## config.mk

```make
export PLATFORM = sky130hd
export DESIGN_NAME = rgb_led_status_decoder
export DESIGN_NICKNAME = d
export VERILOG_FILES = /design/src/rtl/rgb_led_pkg.sv /design/src/rtl/rgb_led_status_decoder_filter.sv /design/src/rtl/rgb_led_status_decoder.sv
export SDC_FILE = /design/constraint.sdc
export NUM_CORES = 1
export LEC_CHECK = 0
export ABC_CLOCK_PERIOD_IN_PS = 4820
export BUFFER_PORTS_ARGS = -buffer_cell sky130_fd_sc_hd__buf_2
export CAP_MARGIN = 20
export CORE_MARGIN = 2
export CORE_UTILIZATION = 62
export CTS_CLUSTER_SIZE = 16
export DETAILED_ROUTE_END_ITERATION = 10
export GPL_ROUTABILITY_DRIVEN = 0
export PLACE_DENSITY = 0.85
export SLEW_MARGIN = 10
export SYNTH_ARGS = -nofsm -noshare
export SYNTH_HDL_FRONTEND = slang
export SYNTH_HIERARCHICAL = 1
export SYNTH_SLANG_ARGS = --single-unit
```

## constraint.sdc

```tcl
create_clock -name clk -period 4.82 [get_ports clk]
set_clock_uncertainty 0.2 [all_clocks]
set_input_delay 0.482 -clock clk [delete_from_list [all_inputs] [get_ports clk]]
set_output_delay 0.482 -clock clk [all_outputs]
set_load 0.05 [all_outputs]
```

## src/rtl/rgb_led_pkg.sv

```systemverilog
// Shared definitions for the RGB status LED decoder.
// Holds the 2-bit status code constants, the LED FSM state type and a
// helper that maps a committed code onto its FSM state.
package rgb_led_pkg;

    localparam logic [1:0] CODE_IDLE  = 2'b00;
    localparam logic [1:0] CODE_OK    = 2'b01;
    localparam logic [1:0] CODE_WARN  = 2'b10;
    localparam logic [1:0] CODE_FAULT = 2'b11;

    typedef enum logic [1:0] {
        S_IDLE  = 2'b00,
        S_OK    = 2'b01,
        S_WARN  = 2'b10,
        S_FAULT = 2'b11
    } led_state_t;

    function automatic led_state_t code_to_state(input logic [1:0] code);
        led_state_t st;
        case (code)
            CODE_OK:    st = S_OK;
            CODE_WARN:  st = S_WARN;
            CODE_FAULT: st = S_FAULT;
            default:    st = S_IDLE;
        endcase
        return st;
    endfunction

endpackage

```

## src/rtl/rgb_led_status_decoder_filter.sv

```systemverilog
// code_stability_filter: synchronises an asynchronous multi-bit code and
// only accepts a new value once it has been seen unchanged for
// STABLE_CYCLES consecutive synchronised samples.
//
// Ports:
//   clk, rst_n    clock, asynchronous active-low reset
//   code_in       raw code, asynchronous to clk
//   commit        combinational: the committed code updates on this edge
//   commit_code   value being committed when commit is high
//   code_changed  registered one-cycle pulse after each commit
//   settled       committed code equals the synchronised input
module code_stability_filter #(
    parameter int STABLE_CYCLES = 4,
    parameter int WIDTH         = 2,
    parameter int CNT_W         = 8
) (
    input  logic             clk,
    input  logic             rst_n,
    input  logic [WIDTH-1:0] code_in,
    output logic             commit,
    output logic [WIDTH-1:0] commit_code,
    output logic             code_changed,
    output logic             settled
);

    localparam logic [CNT_W-1:0] SCNT_LAST = CNT_W'(STABLE_CYCLES - 1);

    logic [WIDTH-1:0] sync1_q, sync1_d;
    logic [WIDTH-1:0] sync2_q, sync2_d;
    logic [WIDTH-1:0] cand_q, cand_d;
    logic [WIDTH-1:0] committed_q, committed_d;
    logic [CNT_W-1:0] scnt_q, scnt_d;
    logic             code_changed_q, code_changed_d;

    always_comb begin
        sync1_d        = code_in;
        sync2_d        = sync1_q;
        cand_d         = cand_q;
        scnt_d         = scnt_q;
        committed_d    = committed_q;
        code_changed_d = 1'b0;
        commit         = 1'b0;
        if (sync2_q != cand_q) begin
            cand_d = sync2_q;
            scnt_d = '0;
        end else if (scnt_q == SCNT_LAST) begin
            // Count saturates here; a glitch that returned to the committed
            // value lands in this branch with cand == committed: no pulse.
            if (cand_q != committed_q) begin
                committed_d    = cand_q;
                code_changed_d = 1'b1;
                commit         = 1'b1;
            end
        end else begin
            scnt_d = scnt_q + CNT_W'(1);
        end
    end

    always_ff @(posedge clk or negedge rst_n) begin
        if (!rst_n) begin
            sync1_q        <= '0;
            sync2_q        <= '0;
            cand_q         <= '0;
            committed_q    <= '0;
            scnt_q         <= '0;
            code_changed_q <= 1'b0;
        end else begin
            sync1_q        <= sync1_d;
            sync2_q        <= sync2_d;
            cand_q         <= cand_d;
            committed_q    <= committed_d;
            scnt_q         <= scnt_d;
            code_changed_q <= code_changed_d;
        end
    end

    assign commit_code  = cand_q;
    assign code_changed = code_changed_q;
    assign settled      = (sync2_q == committed_q);

endmodule

```

## src/rtl/rgb_led_status_decoder.sv

```systemverilog
// rgb_led_status_decoder: turns the 2-bit status code from the selector
// logic into steady or blinking patterns on the board R/G/B LED pins.
//
// State table:
//   S_IDLE  | code 00, blue steady
//   S_OK    | code 01, green steady
//   S_WARN  | code 10, red slow blink (BLINK_DIV cycles per half-period)
//   S_FAULT | code 11, red+green fast blink (BLINK_DIV/2 per half-period)
//
// Ports:
//   clk, rst_n           clock, asynchronous active-low reset
//   code_in[1:0]         status code, asynchronous to clk
//   en                   LED enable, 0 forces all LEDs off
//   led_r, led_g, led_b  registered LED drives
//   code_changed         one-cycle pulse when a new code is committed
//   settled              committed code equals synchronised input
//
// Build option: define RGB_LED_ACTIVE_LOW_EN for common-anode LEDs
// (LED pins reset to 1, off = 1, lit = 0).
module rgb_led_status_decoder
    import rgb_led_pkg::*;
#(
    parameter int STABLE_CYCLES = 4,
    parameter int BLINK_DIV     = 8,
    parameter int CNT_W         = 8
) (
    input  logic       clk,
    input  logic       rst_n,
    input  logic [1:0] code_in,
    input  logic       en,
    output logic       led_r,
    output logic       led_g,
    output logic       led_b,
    output logic       code_changed,
    output logic       settled
);

`ifdef RGB_LED_ACTIVE_LOW_EN
    localparam logic LED_ON  = 1'b0;
    localparam logic LED_OFF = 1'b1;
`else
    localparam logic LED_ON  = 1'b1;
    localparam logic LED_OFF = 1'b0;
`endif

    localparam logic [CNT_W-1:0] PCNT_LAST = CNT_W'(BLINK_DIV - 1);
    localparam logic [CNT_W-1:0] PCNT_HALF = CNT_W'(BLINK_DIV / 2 - 1);

    logic       commit;
    logic [1:0] commit_code;

    code_stability_filter #(
        .STABLE_CYCLES(STABLE_CYCLES),
        .WIDTH        (2),
        .CNT_W        (CNT_W)
    ) u_filter (
        .clk         (clk),
        .rst_n       (rst_n),
        .code_in     (code_in),
        .commit      (commit),
        .commit_code (commit_code),
        .code_changed(code_changed),
        .settled     (settled)
    );

    led_state_t       state_q, state_d;
    logic [CNT_W-1:0] pcnt_q, pcnt_d;
    logic             slow_q, slow_d;
    logic             fast_q, fast_d;
    logic             en_prev_q, en_prev_d;
    logic             led_r_q, led_r_d;
    logic             led_g_q, led_g_d;
    logic             led_b_q, led_b_d;
    logic             restart;
    logic             lit_r, lit_g, lit_b;

    // State moves on the commit edge itself so the LEDs follow one edge later.
    always_comb begin
        state_d = state_q;
        if (commit) begin
            state_d = code_to_state(commit_code);
        end
    end

    // Restarting the prescaler on commit or enable makes blinking states
    // always begin with a full lit half-period. Restart beats wrap.
    always_comb begin
        en_prev_d = en;
        restart   = commit | (en & ~en_prev_q);
        pcnt_d    = pcnt_q;
        slow_d    = slow_q;
        fast_d    = fast_q;
        if (restart) begin
            pcnt_d = '0;
            slow_d = 1'b1;
            fast_d = 1'b1;
        end else if (pcnt_q == PCNT_LAST) begin
            pcnt_d = '0;
            slow_d = ~slow_q;
            fast_d = ~fast_q;
        end else begin
            pcnt_d = pcnt_q + CNT_W'(1);
            if (pcnt_q == PCNT_HALF) begin
                fast_d = ~fast_q;
            end
        end
    end

    always_comb begin
        lit_r = 1'b0;
        lit_g = 1'b0;
        lit_b = 1'b0;
        case (state_q)
            S_IDLE:  lit_b = 1'b1;
            S_OK:    lit_g = 1'b1;
            S_WARN:  lit_r = slow_q;
            S_FAULT: begin
                lit_r = fast_q;
                lit_g = fast_q;
            end
            default: lit_b = 1'b1;
        endcase
        led_r_d = (en & lit_r) ? LED_ON : LED_OFF;
        led_g_d = (en & lit_g) ? LED_ON : LED_OFF;
        led_b_d = (en & lit_b) ? LED_ON : LED_OFF;
    end

    always_ff @(posedge clk or negedge rst_n) begin
        if (!rst_n) begin
            state_q   <= S_IDLE;
            pcnt_q    <= '0;
            slow_q    <= 1'b1;
            fast_q    <= 1'b1;
            en_prev_q <= 1'b0;
            led_r_q   <= LED_OFF;
            led_g_q   <= LED_OFF;
            led_b_q   <= LED_OFF;
        end else begin
            state_q   <= state_d;
            pcnt_q    <= pcnt_d;
            slow_q    <= slow_d;
            fast_q    <= fast_d;
            en_prev_q <= en_prev_d;
            led_r_q   <= led_r_d;
            led_g_q   <= led_g_d;
            led_b_q   <= led_b_d;
        end
    end

    assign led_r = led_r_q;
    assign led_g = led_g_q;
    assign led_b = led_b_q;

endmodule
```

==> results.yml <==
outcome:
  status: "finished, violations left"
  violations: "negative hold slack"
global_route:
  grt_pass1_vias: 1068
  overflow: 0
  antenna_found_initial: 0
  grt_use_total: 0.2371
  grt_max_degree: 34
  grt_pass1_wl_um: 4574
yosys:
  ys.flop_type: "dfrtp_1"
  yosys_warnings: 6
  ys_ff_latch: 33
  ys_top_cells_by_count: "dfrtp_1, a21oi_1, nor2_1"
  synth_cells: 129
  synth_fp_nets: 137
  synth-seq-area-share: 0.5586
  yosysUniqueCellTypes: 30
  netlist_area_um2: 1483
  yosys-top-cells-area: "dfrtp_1, dfstp_2, xnor2_1"
  async_reset_ff_frac: 1.000
  synth_edf_count: 0
  postSynthAreaPerCell_um2: 11.49
  yosys.area.top_type_share: 0.5232
  synth.largest_area_cell: "dfrtp_1"
  synth_most_common_cell: "dfrtp_1"
routing:
  avgViaCountPerCell: 5.924
  wl_per_cell_um: 15.26
  dr.first_iter.drc_count: 10
  drt-pass1-iter-count: 4
  routed_wl_um: 2610
  vias: 1013
  postRouteAntennaNets: 0
  drc: 0
clock_network:
  clockRootBuffer: "clkbuf_4"
  cts_buffers: 5
  clk_latency_ns: 0.32
  cts.clk_slew.worst_paths_ns: 0.09
  cts_hold_buf: 0
  cts.path.max_buffers: 2
  h-tree-depth: 2
  cts-resized-gates: 0
  cts_setup_buffers: 0
  cts_tree: "built"
  cts_sinks: 33
timing:
  finalSetupTns_ns: 0
  setup_viol_count_final: 0
  holdWs_ns: -0.007007
  finalCritPeriodShare: 0.4809
  tightest_slew_ns: 0.6949
  hold_viol_final: 16
  drv_slew: 0
  rsz0062_at_grt: "false"
  setup_slack_ns: 2.502
  fmax_mhz: 431.5
  finalCriticalPeriod_ns: 2.318
  slew_headroom: 0.5367
die:
  die_y_um: 52.90
  die_area_um2: 2798
  coreArea_um2: 2233
  io_pins: 10
  die_width_um: 52.90
  start_util: 0.6639
  rows: 17
layout:
  drive_gt1_frac: 0.1818
  area_growth_pct: 8.607
  seqCellArea_um2: 828.3
  nets: 150
  nFillCells: 166
  antennaDiodeCount: 0
  multiInputGateArea_um2: 620.6
power:
  ir_worst_vdd_v: 0.0002607
  p_leak_nw: 0.7204
  power_density_nw_per_um2: 381.1
setup_path:
  critPathCapture: "pcnt_q[7]$_DFF_PN0_"
  r2r-end: "pcnt_q[7]$_DFF_PN0_"
  r2r_slack_ns: 2.50
  worst_setup_path_end_kind: "flop"
  crit_path_max_fanout: 9
  worstPathRequired_ns: 4.81
  critical_path_class: "flop to flop"
  arrival_ns: 2.30
  crit_start: "u_filter/scnt_q[0]$_DFFE_PN0P_"
  worstReg2RegStart: "u_filter/scnt_q[0]$_DFFE_PN0P_"
  cp-start-kind: "flop"
  worst_r2r_path_depth: 6
job:
  max_cap_violations: 0
placement:
  dpl_worst_slack_ns: 2.569
  dp_hpwl_um: 1875
  portBuffers: 9
min_path:
  hp-class: "primary input to asynchronous set/reset pin"
[where the power goes]
| part | switching (mW) | internal (mW) |
|---|---|---|
| Clock | 0.0824 | 0.0719 |
| Sequential | 0.0339 | 0.313 |
| Combinational | 0.0660 | 0.0468 |
| Total | 0.182 | 0.431 |
[cells in the final DEF (no fill, tap or decap), drive strengths merged, types with 2 or more instances in the layout]
cell	count
dfrtp	31
buf	9
nor2	8
a21oi	8
clkbuf	8
nand2	7
o21ai	7
or3	7
nand3	7
inv	6
xnor2	6
nor3	6
xor2	5
a211oi	4
nand4	4
mux2	4
ha	3
nor4b	2
mux2i	2
dfstp	2
[logic make-up (layout without fill, tap and decap cells)]
| family | count (synthesis) | count (layout) | synth area share |
|---|---|---|---|
| xor gates and xnor gates | 11 | 11 | 0.06498 |
| buffers and inverters | 9 | 23 | 0.02278 |
| and+or+nand+nor | 44 | 44 | 0.1924 |
| AOI/OAI and AO/OA | 23 | 23 | 0.09199 |
| muxes | 6 | 6 | 0.04388 |
| adders and majority gates | 3 | 3 | 0.02532 |
| DFF | 33 | 33 | 0.5586 |
[critical path, stage by stage, from the launching register on]
cell      delay (ns)
dfrtp_1         0.44
ha_1            0.23
nor4b_4         0.31
nand4_2         0.18
a21oi_1         0.41
a21o_1          0.31
a211oi_1        0.11
[through the flow]
step | cells | area (um2) | power (mW) | utilization | hold WS, ns
after global routing | 171 | 1610 | 0.6591 | 0.7210 | 0.02922
after CTS | 171 | 1610 | 0.6202 | 0.7210 | 0.003949
after global placement | 163 | 1551 | 0.4529 | 0.6947 | 0.1355
after floorplan | 129 | 1483 | 0.4295 | - | -0.01359
after detailed placement | 163 | 1551 | 0.4653 | 0.6947 | 0.1355
final | 171 | 1610 | 0.6136 | 0.7210 | -0.007007
[how the worst min path moves through the flow]
stage | cells after the start | endpoint | slack, ns
after floorplan | 0 | en_prev_q$_DFF_PN0_ | -0.01
after global placement | 0 | u_filter/sync2_q[1]$_DFF_PN0_ | 0.14
after detailed placement | 0 | u_filter/sync2_q[1]$_DFF_PN0_ | 0.14
after CTS | 1 | u_filter/committed_q[1]$_DFFE_PN0P_ | 0.004
after global routing | 1 | u_filter/sync2_q[1]$_DFF_PN0_ | 0.03
final | 1 | u_filter/committed_q[1]$_DFFE_PN0P_ | -0.007
[layer usage]
| layer | vias up | part of all wire | track usage | routed length (um) |
|---|---|---|---|---|
| met3 | 4 | 0.035 | 0.07627 | 92 |
| met4 | 0 | 0.0092 | 0.1068 | 24 |
| met2 | 20 | 0.52 | 0.4000 | 1357 |
| li1 | 484 | - | - | - |
| met5 | - | 0 | 0 | 0 |
| met1 | 505 | 0.44 | 0.2731 | 1136 |
[flip-flops by register name, indices dropped and copies added, names as in the netlist, 2 cells and up]
| name | cells |
|---|---|
| u_filter/committed_q | 2 |
| u_filter/sync1_q | 2 |
| u_filter/commit_code | 2 |
| state_q | 2 |
| pcnt_q | 8 |
| u_filter/scnt_q | 8 |
| u_filter/sync2_q | 2 |
[area by class of cell]
type,count,area share
inverter,6,0.01399
multi-input combinational,87,0.3854
clock buffer,8,0.03652
timing repair buffer,9,0.02797
sequential,33,0.5144
tap,28,0.02176
Power figures use the tool's default switching activity.
